`config.mk`:
```
export PLATFORM = sky130hd
export DESIGN_NAME = tt_um_uart_mvm
export DESIGN_NICKNAME = d
export VERILOG_FILES = /design/src/rtl/tt_um_uart_mvm.sv
export SDC_FILE = /design/constraint.sdc
export NUM_CORES = 1
export LEC_CHECK = 0
export ABC_AREA = 1
export CAP_MARGIN = 20
export CORE_MARGIN = 2
export CORE_UTILIZATION = 40
export DETAILED_ROUTE_END_ITERATION = 16
export PLACE_DENSITY = 0.62
export RECOVER_POWER = 50
export SYNTH_ARGS = -nofsm -noshare
export SYNTH_HDL_FRONTEND = slang
export SYNTH_HIERARCHICAL = 1
export SYNTH_SLANG_ARGS = --single-unit
```
`constraint.sdc`:
```
create_clock -name clk -period 6.15 [get_ports clk]
set_input_delay 1.5375 -clock clk [delete_from_list [all_inputs] [get_ports clk]]
set_output_delay 1.5375 -clock clk [all_outputs]
set_load 0.02 [all_outputs]
```
`src/rtl/tt_um_uart_mvm.sv`:
```
// UART-attached signed matrix-vector multiplier for TinyTapeout.
// The chip receives a packed K matrix and x vector as bytes and returns y = K*x one byte per row.

module uart_rx #(
    parameter int CLOCKS_PER_PULSE = 4,
    parameter int BITS_PER_WORD    = 8
) (
    input  logic                     clk,
    input  logic                     rst_n,
    input  logic                     rx,
    output logic [BITS_PER_WORD-1:0] data,
    output logic                     valid
);
    localparam int CNT_W = $clog2(CLOCKS_PER_PULSE);
    localparam int BIT_W = $clog2(BITS_PER_WORD);

    typedef enum logic [1:0] {RX_IDLE, RX_START, RX_DATA, RX_STOP} rx_state_t;

    rx_state_t        state;
    rx_state_t        state_next;
    logic             rx_meta;
    logic             rx_sync;
    logic [CNT_W-1:0] cnt;
    logic [BIT_W-1:0] bit_idx;
    logic             half_done;
    logic             pulse_done;

    assign half_done  = (cnt == CNT_W'(CLOCKS_PER_PULSE / 2 - 1));
    assign pulse_done = (cnt == CNT_W'(CLOCKS_PER_PULSE - 1));

    always_ff @(posedge clk) begin
        if (!rst_n) begin
            rx_meta <= 1'b1;
            rx_sync <= 1'b1;
            state   <= RX_IDLE;
        end else begin
            rx_meta <= rx;
            rx_sync <= rx_meta;
            state   <= state_next;
        end
    end

    always_comb begin
        state_next = state;
        case (state)
            RX_IDLE:  if (!rx_sync) state_next = RX_START;
            RX_START: if (half_done) state_next = rx_sync ? RX_IDLE : RX_DATA;
            RX_DATA:  if (pulse_done && bit_idx == BIT_W'(BITS_PER_WORD - 1)) state_next = RX_STOP;
            RX_STOP:  if (pulse_done) state_next = RX_IDLE;
            default:  state_next = RX_IDLE;
        endcase
    end

    // START re-centres the counter on mid-bit so DATA samples each bit at its centre.
    always_ff @(posedge clk) begin
        if (!rst_n) begin
            cnt     <= '0;
            bit_idx <= '0;
            data    <= '0;
            valid   <= 1'b0;
        end else begin
            valid <= 1'b0;
            case (state)
                RX_IDLE: begin
                    cnt     <= '0;
                    bit_idx <= '0;
                end
                RX_START: cnt <= half_done ? '0 : cnt + 1'b1;
                RX_DATA: begin
                    if (pulse_done) begin
                        cnt     <= '0;
                        data    <= {rx_sync, data[BITS_PER_WORD-1:1]};
                        bit_idx <= bit_idx + 1'b1;
                    end else begin
                        cnt <= cnt + 1'b1;
                    end
                end
                RX_STOP: begin
                    cnt <= cnt + 1'b1;
                    if (pulse_done) valid <= 1'b1;
                end
                default: cnt <= '0;
            endcase
        end
    end
endmodule

module mvm #(
    parameter int R       = 2,
    parameter int C       = 2,
    parameter int W_X     = 4,
    parameter int W_K     = 4,
    parameter int W_Y_OUT = 8
) (
    input  logic [R*C*W_K+C*W_X-1:0] bus,
    output logic [R*W_Y_OUT-1:0]     y
);
    localparam int W_PROD   = W_X + W_K;
    localparam int W_Y_FULL = W_X + W_K + $clog2(C);

    logic signed [W_PROD-1:0]   prod;
    logic signed [W_Y_FULL-1:0] acc;

    // Only the low W_Y_OUT bits leave the chip, so rows wrap modulo 2^W_Y_OUT.
    always_comb begin
        y    = '0;
        prod = '0;
        acc  = '0;
        for (int r = 0; r < R; r++) begin
            acc = '0;
            for (int c = 0; c < C; c++) begin
                prod = $signed(bus[C*W_X + r*C*W_K + c*W_K +: W_K]) * $signed(bus[c*W_X +: W_X]);
                acc  = acc + W_Y_FULL'(prod);
            end
            y[r*W_Y_OUT +: W_Y_OUT] = acc[W_Y_OUT-1:0];
        end
    end
endmodule

module uart_tx #(
    parameter int CLOCKS_PER_PULSE = 4,
    parameter int BITS_PER_WORD    = 8,
    parameter int N_WORDS          = 2,
    parameter int PACKET_SIZE_TX   = 13
) (
    input  logic                             clk,
    input  logic                             rst_n,
    input  logic                             load,
    input  logic [N_WORDS*BITS_PER_WORD-1:0] words,
    output logic                             busy,
    output logic                             tx
);
    localparam int CNT_W  = $clog2(CLOCKS_PER_PULSE);
    localparam int BIT_W  = $clog2(PACKET_SIZE_TX);
    localparam int WORD_W = (N_WORDS > 1) ? $clog2(N_WORDS) : 1;

    typedef enum logic {TX_IDLE, TX_SEND} tx_state_t;

    tx_state_t                        state;
    tx_state_t                        state_next;
    logic [N_WORDS*BITS_PER_WORD-1:0] buffer;
    logic [CNT_W-1:0]                 cnt;
    logic [BIT_W-1:0]                 bit_idx;
    logic [WORD_W-1:0]                word_idx;
    logic [BITS_PER_WORD-1:0]         cur_word;
    logic [PACKET_SIZE_TX-1:0]        frame;
    logic                             pulse_done;
    logic                             last_bit;
    logic                             last_word;

    assign pulse_done = (cnt == CNT_W'(CLOCKS_PER_PULSE - 1));
    assign last_bit   = (bit_idx == BIT_W'(PACKET_SIZE_TX - 1));
    assign last_word  = (word_idx == WORD_W'(N_WORDS - 1));
    assign busy       = (state != TX_IDLE);

    always_comb begin
        cur_word = '0;
        for (int w = 0; w < N_WORDS; w++) begin
            if (word_idx == WORD_W'(w)) cur_word = buffer[w*BITS_PER_WORD +: BITS_PER_WORD];
        end
        frame = {{(PACKET_SIZE_TX - BITS_PER_WORD - 1){1'b1}}, cur_word, 1'b0};
        tx    = (state == TX_SEND) ? frame[bit_idx] : 1'b1;
    end

    always_ff @(posedge clk) begin
        if (!rst_n) state <= TX_IDLE;
        else        state <= state_next;
    end

    always_comb begin
        state_next = state;
        case (state)
            TX_IDLE: if (load) state_next = TX_SEND;
            TX_SEND: if (pulse_done && last_bit && last_word) state_next = TX_IDLE;
            default: state_next = TX_IDLE;
        endcase
    end

    always_ff @(posedge clk) begin
        if (!rst_n) begin
            buffer   <= '0;
            cnt      <= '0;
            bit_idx  <= '0;
            word_idx <= '0;
        end else if (state == TX_IDLE) begin
            cnt      <= '0;
            bit_idx  <= '0;
            word_idx <= '0;
            if (load) buffer <= words;
        end else if (pulse_done) begin
            cnt <= '0;
            if (last_bit) begin
                bit_idx  <= '0;
                word_idx <= word_idx + 1'b1;
            end else begin
                bit_idx <= bit_idx + 1'b1;
            end
        end else begin
            cnt <= cnt + 1'b1;
        end
    end
endmodule

module tt_um_uart_mvm #(
    parameter int CLOCKS_PER_PULSE = 4,
    parameter int BITS_PER_WORD    = 8,
    parameter int R                = 2,
    parameter int C                = 2,
    parameter int W_X              = 4,
    parameter int W_K              = 4,
    parameter int W_Y_OUT          = 8,
    parameter int PACKET_SIZE_TX   = 13
) (
    input  logic       clk,
    input  logic       rst_n,
    input  logic       ena,
    input  logic [7:0] ui_in,
    output logic [7:0] uo_out,
    input  logic [7:0] uio_in,
    output logic [7:0] uio_out,
    output logic [7:0] uio_oe
);
    localparam int N_BITS     = R*C*W_K + C*W_X;
    localparam int N_WORDS_KX = N_BITS / BITS_PER_WORD;
    localparam int N_WORDS_Y  = R*W_Y_OUT / BITS_PER_WORD;
    localparam int WCNT_W     = $clog2(N_WORDS_KX);

    logic [BITS_PER_WORD-1:0] rx_data;
    logic                     rx_valid;
    logic [N_BITS-1:0]        bus;
    logic [WCNT_W-1:0]        word_cnt;
    logic                     vec_done;
    logic [R*W_Y_OUT-1:0]     y;
    logic [R*W_Y_OUT-1:0]     pending_y;
    logic                     pending;
    logic                     tx_busy;
    logic                     tx_load;
    logic                     tx;
    logic                     unused_ok;

    uart_rx #(
        .CLOCKS_PER_PULSE(CLOCKS_PER_PULSE),
        .BITS_PER_WORD   (BITS_PER_WORD)
    ) u_rx (
        .clk  (clk),
        .rst_n(rst_n),
        .rx   (ui_in[0]),
        .data (rx_data),
        .valid(rx_valid)
    );

    // Bytes shift in from the top so byte i ends up in bus[8i+7:8i] after a full vector.
    always_ff @(posedge clk) begin
        if (!rst_n) begin
            bus      <= '0;
            word_cnt <= '0;
            vec_done <= 1'b0;
        end else begin
            vec_done <= 1'b0;
            if (rx_valid) begin
                bus <= {rx_data, bus[N_BITS-1:BITS_PER_WORD]};
                if (word_cnt == WCNT_W'(N_WORDS_KX - 1)) begin
                    word_cnt <= '0;
                    vec_done <= 1'b1;
                end else begin
                    word_cnt <= word_cnt + 1'b1;
                end
            end
        end
    end

    mvm #(
        .R      (R),
        .C      (C),
        .W_X    (W_X),
        .W_K    (W_K),
        .W_Y_OUT(W_Y_OUT)
    ) u_mvm (
        .bus(bus),
        .y  (y)
    );

    // A single-entry holding slot lets RX finish a vector while TX is still busy.
    assign tx_load = pending && !tx_busy;

    always_ff @(posedge clk) begin
        if (!rst_n) begin
            pending   <= 1'b0;
            pending_y <= '0;
        end else if (vec_done) begin
            pending   <= 1'b1;
            pending_y <= y;
        end else if (tx_load) begin
            pending <= 1'b0;
        end
    end

    uart_tx #(
        .CLOCKS_PER_PULSE(CLOCKS_PER_PULSE),
        .BITS_PER_WORD   (BITS_PER_WORD),
        .N_WORDS         (N_WORDS_Y),
        .PACKET_SIZE_TX  (PACKET_SIZE_TX)
    ) u_tx (
        .clk  (clk),
        .rst_n(rst_n),
        .load (tx_load),
        .words(pending_y),
        .busy (tx_busy),
        .tx   (tx)
    );

    assign uo_out    = {7'b0, tx};
    assign uio_out   = 8'h00;
    assign uio_oe    = 8'h00;
    assign unused_ok = &{1'b0, ena, ui_in[7:1], uio_in};
endmodule

```
### Yosys cells after proc, flatten, opt, wreduce, memory -nomap -nowiden

Cells that the tools add are included.

| word-level totals | value |
|---|---|
| register bits | 86 |
| input bits | 19 |
| output and inout port bits | 24 |
| word-level logic and storage cells | 87 |

| cells by class | value |
|---|---|
| add/sub/neg operators | 8 |
| multipliers | 4 |
| order comparisons | 1 |
| eq/ne operators | 14 |
| muxes and demuxes | 24 |
| bitwise operators | 2 |
| reductions and logical operators | 17 |

Operators with widths:

| operator | number |
|---|---|
| multiplier 4 x 4 -> 8 bit | 4 |
| adder 8 bit | 2 |
| two-way mux 2 bit | 8 |
| one-hot mux 2 bit (4 select lines) | 2 |
| AND reduction 2 bit | 7 |
| equality test 2 bit, second input constant | 5 |
| two-way mux 1 bit | 8 |
| two-way mux 8 bit | 1 |
| != test 2 x 1 -> 1 bit, second input constant | 4 |
| adder 2 x 1 -> 2 bit, second input constant | 3 |
| one-hot mux 3 bit (2 select lines) | 1 |
| < comparator 4 x 5 -> 1 bit, second input constant | 1 |
| adder 4 x 1 -> 4 bit, second input constant | 1 |
| binary-select mux 1 bit (select 4 bit) | 1 |
| equality test 2 x 1 -> 1 bit, second input constant | 2 |
| equality test 4 bit, second input constant | 1 |
| logical AND 1 bit | 4 |
| two-way mux 4 bit | 1 |
| AND reduction 4 bit | 1 |
| nonzero test 2 bit | 2 |
| adder 3 x 1 -> 3 bit, second input constant | 1 |
| equality test 3 bit, second input constant | 1 |
| two-way mux 3 bit | 1 |
| OR reduction 3 bit | 1 |
| other kinds (6) | 7 |

### Depth between registers and ports, before layout

Gate-level depths: netlist (run 1).

| depth | value |
|---|---|
| word-level depth | 5 |
| depth in mapped cells | 21 |
| gate-level depth less buffers | 20 |

### By module

Netlist (run 1), hierarchy kept.

By module, submodules not included:

| module | times used | cells each | area an instance (µm²) | sequential area each (µm²) |
|---|---|---|---|---|
| mvm | 1 | 481 | 3,288.2 | 0.0 |
| tt_um_uart_mvm | 1 | 217 | 1,719.1 | 880.8 |
| uart_tx | 1 | 147 | 1,119.8 | 480.5 |
| uart_rx | 1 | 99 | 777.0 | 360.3 |

### Least setup slack after synthesis (run 1)

OpenSTA, ideal clock, no wires.

| timing | value |
|---|---|
| kind | register -> register |
| from | register bus[7] |
| to | register pending_y[14] |
| setup time | 116 ps |
| data arrival time | 4,351 ps |
| data required time | 6,034 ps |
| path slack | 1,683 ps |
| cell stages (with the launch flop) | 19 |
| buffers on the path | 1 |
| clock period less this slack | 4,467 ps |
| path through | dfxtp_1 -> buf_6 -> clkinv_1 -> or2_2 -> fa_1 -> fa_1 -> inv_1 -> fa_1 -> fa_1 -> ha_1 -> a21oi_1 -> nand2_1 -> nand2_1 -> nand2_1 -> nand2_1 -> nand2_1 -> xor2_1 -> nor2_1 -> nor2_1 |

| between the ends | value |
|---|---|
| longest elaborated chain between the ends | 2 |

RTL lines:

| element | RTL line | RTL |
|---|---|---|
| from (decl) | 230 | `logic [N_BITS-1:0] bus;` |
| from (signal assigned) | 261 | `bus <= {rx_data, bus[N_BITS-1:BITS_PER_WORD]};` |
| multiplier 4 x 4 -> 8 bit | 112 | `prod = $signed(bus[C*W_X + r*C*W_K + c*W_K +: W_K]) * $signed(bus[c*W_X +: W_X]);` |
| adder 8 bit | 113 | `acc = acc + W_Y_FULL'(prod);` |
| net y[14] | 233 | `logic [R*W_Y_OUT-1:0] y;` |
| to (signal assigned) | 292 | `pending_y <= y;` |
| to (decl) | 234 | `logic [R*W_Y_OUT-1:0] pending_y;` |

The timed path passes the listed nets, and every way through them passes these cells.
A chain may end at the register's enable or synchronous reset.

### Worst setup path after layout (run 1)

| timing | value |
|---|---|
| from | register bus[7] |
| to | register pending_y[15] |

Same word-level chain as after synthesis.

==> results of run 1 <==
power by group:
part | total (uW) | switching [uW] | internal [uW]
clock | 572 | 217 | 355
sequential | 564 | 4.35 | 559
combinational | 39.6 | 30.6 | 9.01
per-layer routing:
metal  part of all wire, %  vias up  GRT usage, %
met3                   2.0       12         2.581
met5                     0        -             0
li1                      -     2760             -
met1                    50     2341         19.70
met4                   1.2        0         4.051
met2                    47       41         23.97
critical path, cell delays in order, from the launching register on:
cell	delay, ns
dfxtp_1	0.33
clkinv_1	0.30
or2_2	0.42
fa_1	0.42
inv_1	0.08
fa_1	0.45
fa_1	0.55
inv_1	0.06
fa_1	0.53
inv_1	0.04
ha_1	0.34
a21oi_1	0.21
nor2_1	0.07
nor2_1	0.09
nand2_1	0.09
nand3_1	0.10
nand2_1	0.12
nor2_1	0.13
nor2_1	0.05
stage by stage:
stage / instances / util [%] / instance area, sq um / power [uW] / setup slack [ns]
floorplan: 966 / - / 6987 / 619.8 / 1.683
global placement: 1146 / 40.68 / 6938 / 615.7 / 1.719
detailed placement: 1146 / 40.68 / 6938 / 615.8 / 1.649
CTS: 1161 / 42.52 / 7252 / 1192 / 1.620
global route: 1161 / 42.43 / 7237 / 1217 / 1.361
finish: 1161 / 42.43 / 7237 / 1175 / 1.663
final timing paths:
check                       end         start  slack (ns)
setup / recovery  pending_y[15]        bus[7]        1.66
hold / removal     u_rx/rx_sync  u_rx/rx_meta        0.42
setup reg to reg  pending_y[15]        bus[7]        1.66
hold reg to reg    u_rx/rx_sync  u_rx/rx_meta        0.42
final cells by class:
| cell class | instances | area, sq um | area share (%) |
|---|---|---|---|
| repair buffers | 5 | 36.28 | 0.5014 |
| flip-flops and latches | 86 | 1722 | 23.79 |
| well taps | 225 | 281.5 | 3.890 |
| clock inverters | 5 | 85.08 | 1.176 |
| clock buffers | 10 | 229.0 | 3.164 |
| inverters | 190 | 713.2 | 9.855 |
| multi-input cells | 640 | 4170 | 57.62 |
cell usage in the layout (no fill, tap or decap), drive strengths merged:
master and n:
a21o 1, a21oi 28, a31oi 1, buf 2, bufinv 2, clkbuf 11, clkdlybuf4s50 2, clkinv 4
clkinvlp 1, conb 23, dfxtp 86, fa 55, ha 52, inv 188, nand2 176, nand3 28
nand4 2, nor2 153, nor3 5, nor3b 1, nor4 1, o211ai 1, o21ai 75, o22ai 1
o31ai 1, or2 7, xnor2 13, xor2 16
state kept, by name (all words and copies together) (netlist names), 2 cells and up, named ones only:
name          cells
u_rx/data         8
u_tx/buffer      16
word_cnt          2
u_tx/cnt          2
bus              24
u_rx/cnt          2
u_tx/bit_idx      4
u_rx/bit_idx      3
pending_y        16
kinds of logic (layout without fill, tap and decap cells):
logic type / Yosys count / count (layout) / synth area share [%]
other: 1 / 23 / 0.05432
flip-flops: 86 / 86 / 24.94
AO/OA/AOI/OAI: 108 / 108 / 8.627
buffers and inverters: 240 / 210 / 15.69
AND/OR/NAND/NOR: 373 / 373 / 21.64
XOR/XNOR: 29 / 29 / 3.679
adder cells (fa/ha/maj): 107 / 107 / 25.37
==> impl_metrics.py, run 1 <==
metrics = {
    "timing": {
        "rsz0062_at_grt": "no",
        "fin_crit_ns": 4.487,
        "final.setup.tns_ns": 0,
        "max_freq_mhz": 222.9,
        "tightest_slew_ns": 2.645,
        "whs_ns": 0.4192,
        "drv_slew": 74,
        "setup_viol_count_final": 0,
        "clock_skew_ns": 0.005977,
        "max_slew_margin_pct": -76.36,
        "fin_crit_sh_pct": 72.96,
        "hold_viol_final": 0,
    },
    "place": {
        "gp_congestion": 0.7819,
        "port_buffers": 3,
        "hpwl_mm": 9.343,
    },
    "clock_network": {
        "postCtsSetupBuffers": 0,
        "htreeDepth": 3,
        "path_clk_slew_ns": 0.06,
        "cts_hold_buf": 0,
        "cts_buffer_depth": 2,
        "clk-insertion-delay-late_ns": 0.34,
        "cts.sinks": 86,
        "cts_resized": 0,
        "root_buffer": "clkbuf_16",
        "cts_buffers": 9,
        "cts_tree": "built",
    },
    "yosys": {
        "ys_ff_latch": 86,
        "synth_area_sq_um": 6904,
        "synth.most_common_cell": "inv_1",
        "syn_inst": 944,
        "seq_area_frac_synth_pct": 24.94,
        "synthTopCellsByArea": "dfxtp_1 25%, fa_1 16%, inv_1 9.8%",
        "avgSynthCellArea_sq_um": 7.314,
        "synth_top_area_share_pct": 24.94,
        "ys_warn_count": 6,
        "synthFlopType": "dfxtp_1",
        "yosys.area.top_type": "dfxtp_1",
        "async_reset_ff_share_pct": 0,
        "synth_common_cells": "180 x inv_1, 174 x nand2_1, 152 x nor2_1, 86 x dfxtp_1, 58 x o21ai_0",
        "synth_edf_count": 0,
        "ys_types": 36,
    },
    "global_route": {
        "grt_max_degree": 74,
        "grt.total_usage_pct": 14.55,
        "gr-total-overflow": 0,
        "grt_antenna_before_repair": 0,
        "grt_first_pass_wirelength_mm": 21.76,
        "grt_pass1_vias": 4724,
    },
    "layout": {
        "area_delta_synth_final_pct": 4.821,
        "diodes": 0,
        "drive_gt1_share_pct": 4.701,
        "final_nets": 1058,
        "fillCellCount": 1799,
    },
    "floorplanning": {
        "row_count": 48,
        "die_y_um": 135.4,
        "initial_utilization_pct": 40.48,
        "io_pins": 43,
        "die_area_sq_um": 18330,
        "fp.dieW_um": 135.4,
        "core_sq_um": 17060,
    },
    "route": {
        "ant_nets": 0,
        "initialDrtViolationCount": 233,
        "wl_mm": 12.25,
        "first_pass_iters": 4,
        "drc": 0,
        "viasPerCell": 4.439,
        "dr_total_vias": 5154,
        "wire_per_inst_um": 10.55,
    },
    "pwr": {
        "p_per_area_nw_per_um2": 162.3,
        "leakage_uw": 0.004076,
        "irDropWorstVdd_mv": 0.1384,
    },
    "setup_path": {
        "critPathCaptureType": "register",
        "crit_required_ns": 6.37,
        "crit_path_start_kind": "register",
        "critPathArrivalTime_ns": 4.71,
        "criticalPathCategory": "register to register",
        "rr_worst_depth": 18,
        "crit_fanout": 10,
    },
    "hold_path": {
        "min_path_cells": 1,
        "holdCritPathClass": "register to register",
    },
    "outcome": {
        "violations": "capacitance limit, slew limit",
        "status": "complete, but fails checks",
    },
    "run": {
        "cap_violations": 1,
    },
}
(Power assumes the default switching activity.)
==> inputs of run 2 (changes only) <==
--- a/config.mk
+++ b/config.mk
@@ -10,7 +10,7 @@
 export CORE_MARGIN = 2
 export CORE_UTILIZATION = 40
 export DETAILED_ROUTE_END_ITERATION = 16
-export PLACE_DENSITY = 0.62
+export PLACE_DENSITY = 0.65
 export RECOVER_POWER = 50
 export SYNTH_ARGS = -nofsm -noshare
 export SYNTH_HDL_FRONTEND = slang
==> constraint.sdc (replaced) <==
create_clock -name clk -period 3.97 [get_ports clk]
set_input_delay 0.9925 -clock clk [delete_from_list [all_inputs] [get_ports clk]]
set_output_delay 0.9925 -clock clk [all_outputs]
set_load 0.02 [all_outputs]
==> run 2 against run 1 <==
Effect of this change: the run now ends clean; critical path depth rose by 1; sequential share of layout area decreased by 1.5 points; clock skew shrank 0.00066 ns; clock-buffer cell count rose by 1; clock power rose by 51%; worst hold slack worse by 0.0013 ns; critical endpoint is now pending_y[7]; highest routed layer unchanged.
==> impl_metrics.py, run 2 (synthesis gave the netlist of run 1 again) <==
metrics = {
    "clock_network": {
        "path_clk_slew_ns": 0.06,
        "cts.sinks": 86,
        "cts_buffers": 9,
        "cts_buffer_depth": 2,
        "clk-insertion-delay-late_ns": 0.33,
        "root_buffer": "clkbuf_16",
        "cts_tree": "built",
        "htreeDepth": 3,
    },
    "global_route": {
        "grt_pass1_vias": 4983,
        "grt.total_usage_pct": 14.39,
        "grt_antenna_before_repair": 0,
        "gr-total-overflow": 0,
        "grt_first_pass_wirelength_mm": 21.94,
        "grt_max_degree": 29,
    },
    "timing": {
        "rsz0062_at_grt": "yes",
        "setup_viol_count_final": 0,
        "fin_crit_ns": 3.862,
        "tightest_slew_ns": 0.9934,
        "whs_ns": 0.4179,
        "max_freq_mhz": 258.9,
        "hold_viol_final": 0,
        "fin_crit_sh_pct": 97.29,
        "setup_ws_ns": 0.1075,
        "final.setup.tns_ns": 0,
        "drv_slew": 0,
        "max_slew_margin_pct": 33.77,
        "clock_skew_ns": 0.005320,
    },
    "route": {
        "viasPerCell": 4.486,
        "wire_per_inst_um": 10.78,
        "ant_nets": 0,
        "wl_mm": 13.04,
        "initialDrtViolationCount": 316,
        "drc": 0,
        "first_pass_iters": 7,
        "dr_total_vias": 5423,
    },
    "hold_path": {
        "holdCritPathClass": "register to register",
    },
    "floorplanning": {
        "core_sq_um": 17060,
        "row_count": 48,
        "io_pins": 43,
        "die_area_sq_um": 18330,
        "fp.dieW_um": 135.4,
        "die_y_um": 135.4,
        "initial_utilization_pct": 40.48,
    },
    "layout": {
        "area_delta_synth_final_pct": 13.36,
        "layout_common_cells": "167 x inv_1, 162 x nand2_1, 149 x nor2_1",
        "regMostFlops": "bus",
        "diodes": 0,
        "drive_gt1_share_pct": 14.84,
        "largest_reg_flops": 24,
        "fin_cells": 1209,
        "final_common_cell": "inv_1",
        "reg.largest.list": "bus (24), pending_y (16), u_tx/buffer (16)",
        "final_nets": 1106,
        "fillCellCount": 1731,
    },
    "setup_path": {
        "crit_required_ns": 4.20,
        "critPathArrivalTime_ns": 4.09,
        "crit_fanout": 7,
        "criticalPathCategory": "register to register",
        "critPathCaptureType": "register",
        "crit_path_start_kind": "register",
    },
    "pwr": {
        "p_per_area_nw_per_um2": 229.2,
        "irDropWorstVdd_mv": 0.1960,
        "total_power_uw": 1794,
        "leakage_uw": 0.004311,
    },
    "place": {
        "dp.cells": 1190,
        "gp_congestion": 0.8407,
        "port_buffers": 3,
        "hpwl_mm": 10.20,
        "place_ws_ns": -0.05493,
    },
    "outcome": {
        "status": "complete, no violations",
    },
    "run": {
        "cap_violations": 0,
    },
}
[run 2: power by group]
group          internal (uW)  total, uW  switching (uW)
combinational           13.4       60.7            47.2
clock                    525        862             338
sequential               864        871            6.65
[run 2: repair_timing]
item / in CTS / in global routing
pin swaps: 7 / 44
gates resized for setup: 9 / 54
setup endpoints to repair: 4 / 6
hold buffers: 0 / 0
hold endpoints to repair: 0 / 0
setup buffers: 0 / 4
[run 2: path summary, 6_finish.rpt]
check | slack (ns) | to | from | cells past startpoint
max | 0.11 | pending_y[7] | bus[7] | 19
min | 0.42 | u_rx/rx_sync | u_rx/rx_meta | 1
max reg2reg | 0.11 | pending_y[7] | bus[7] | 19
min reg2reg | 0.42 | u_rx/rx_sync | u_rx/rx_meta | 1
[run 2: worst max-delay path, cell delays in order, from the launching register on]
cell and delay, ns:
dfxtp_4 0.38, clkinv_8 0.07, or2_2 0.28, fa_1 0.36, inv_1 0.07, fa_1 0.45
fa_1 0.54, inv_1 0.05, fa_1 0.54, inv_2 0.05, ha_4 0.27, nand2_1 0.05
nand2_1 0.09, nand3_1 0.09, nand3_2 0.10, inv_1 0.04, nand3_1 0.08, nand2_2 0.08
nor2_2 0.10, nor2_1 0.05
[run 2: metrics by stage]
stage          util, %  area, sq um
3_5_place_dp     42.98         7331
4_1_cts          44.95         7667
5_1_grt          45.88         7826
6_report         45.88         7826
2_1_floorplan        -         7053
3_3_place_gp     42.98         7331
[run 2: layout make-up]
type | instances | area, sq um | area share [%]
Multi-Input combinational cell | 640 | 4352 | 55.60
Sequential cell | 86 | 1743 | 22.27
Inverter | 190 | 728.2 | 9.305
Timing Repair Buffer | 53 | 414.1 | 5.292
Tap cell | 225 | 281.5 | 3.597
Clock buffer | 11 | 254.0 | 3.245
Clock inverter | 4 | 53.80 | 0.6874
[run 2: metal layers]
metal	share of wire (%)	vias up	track usage (%)	wire (um)
met5	0	-	0	0
met2	50	56	25.49	6553
met3	2.2	7	2.245	286
met1	47	2498	18.76	6124
met4	0.57	0	2.604	74
li1	-	2862	-	-
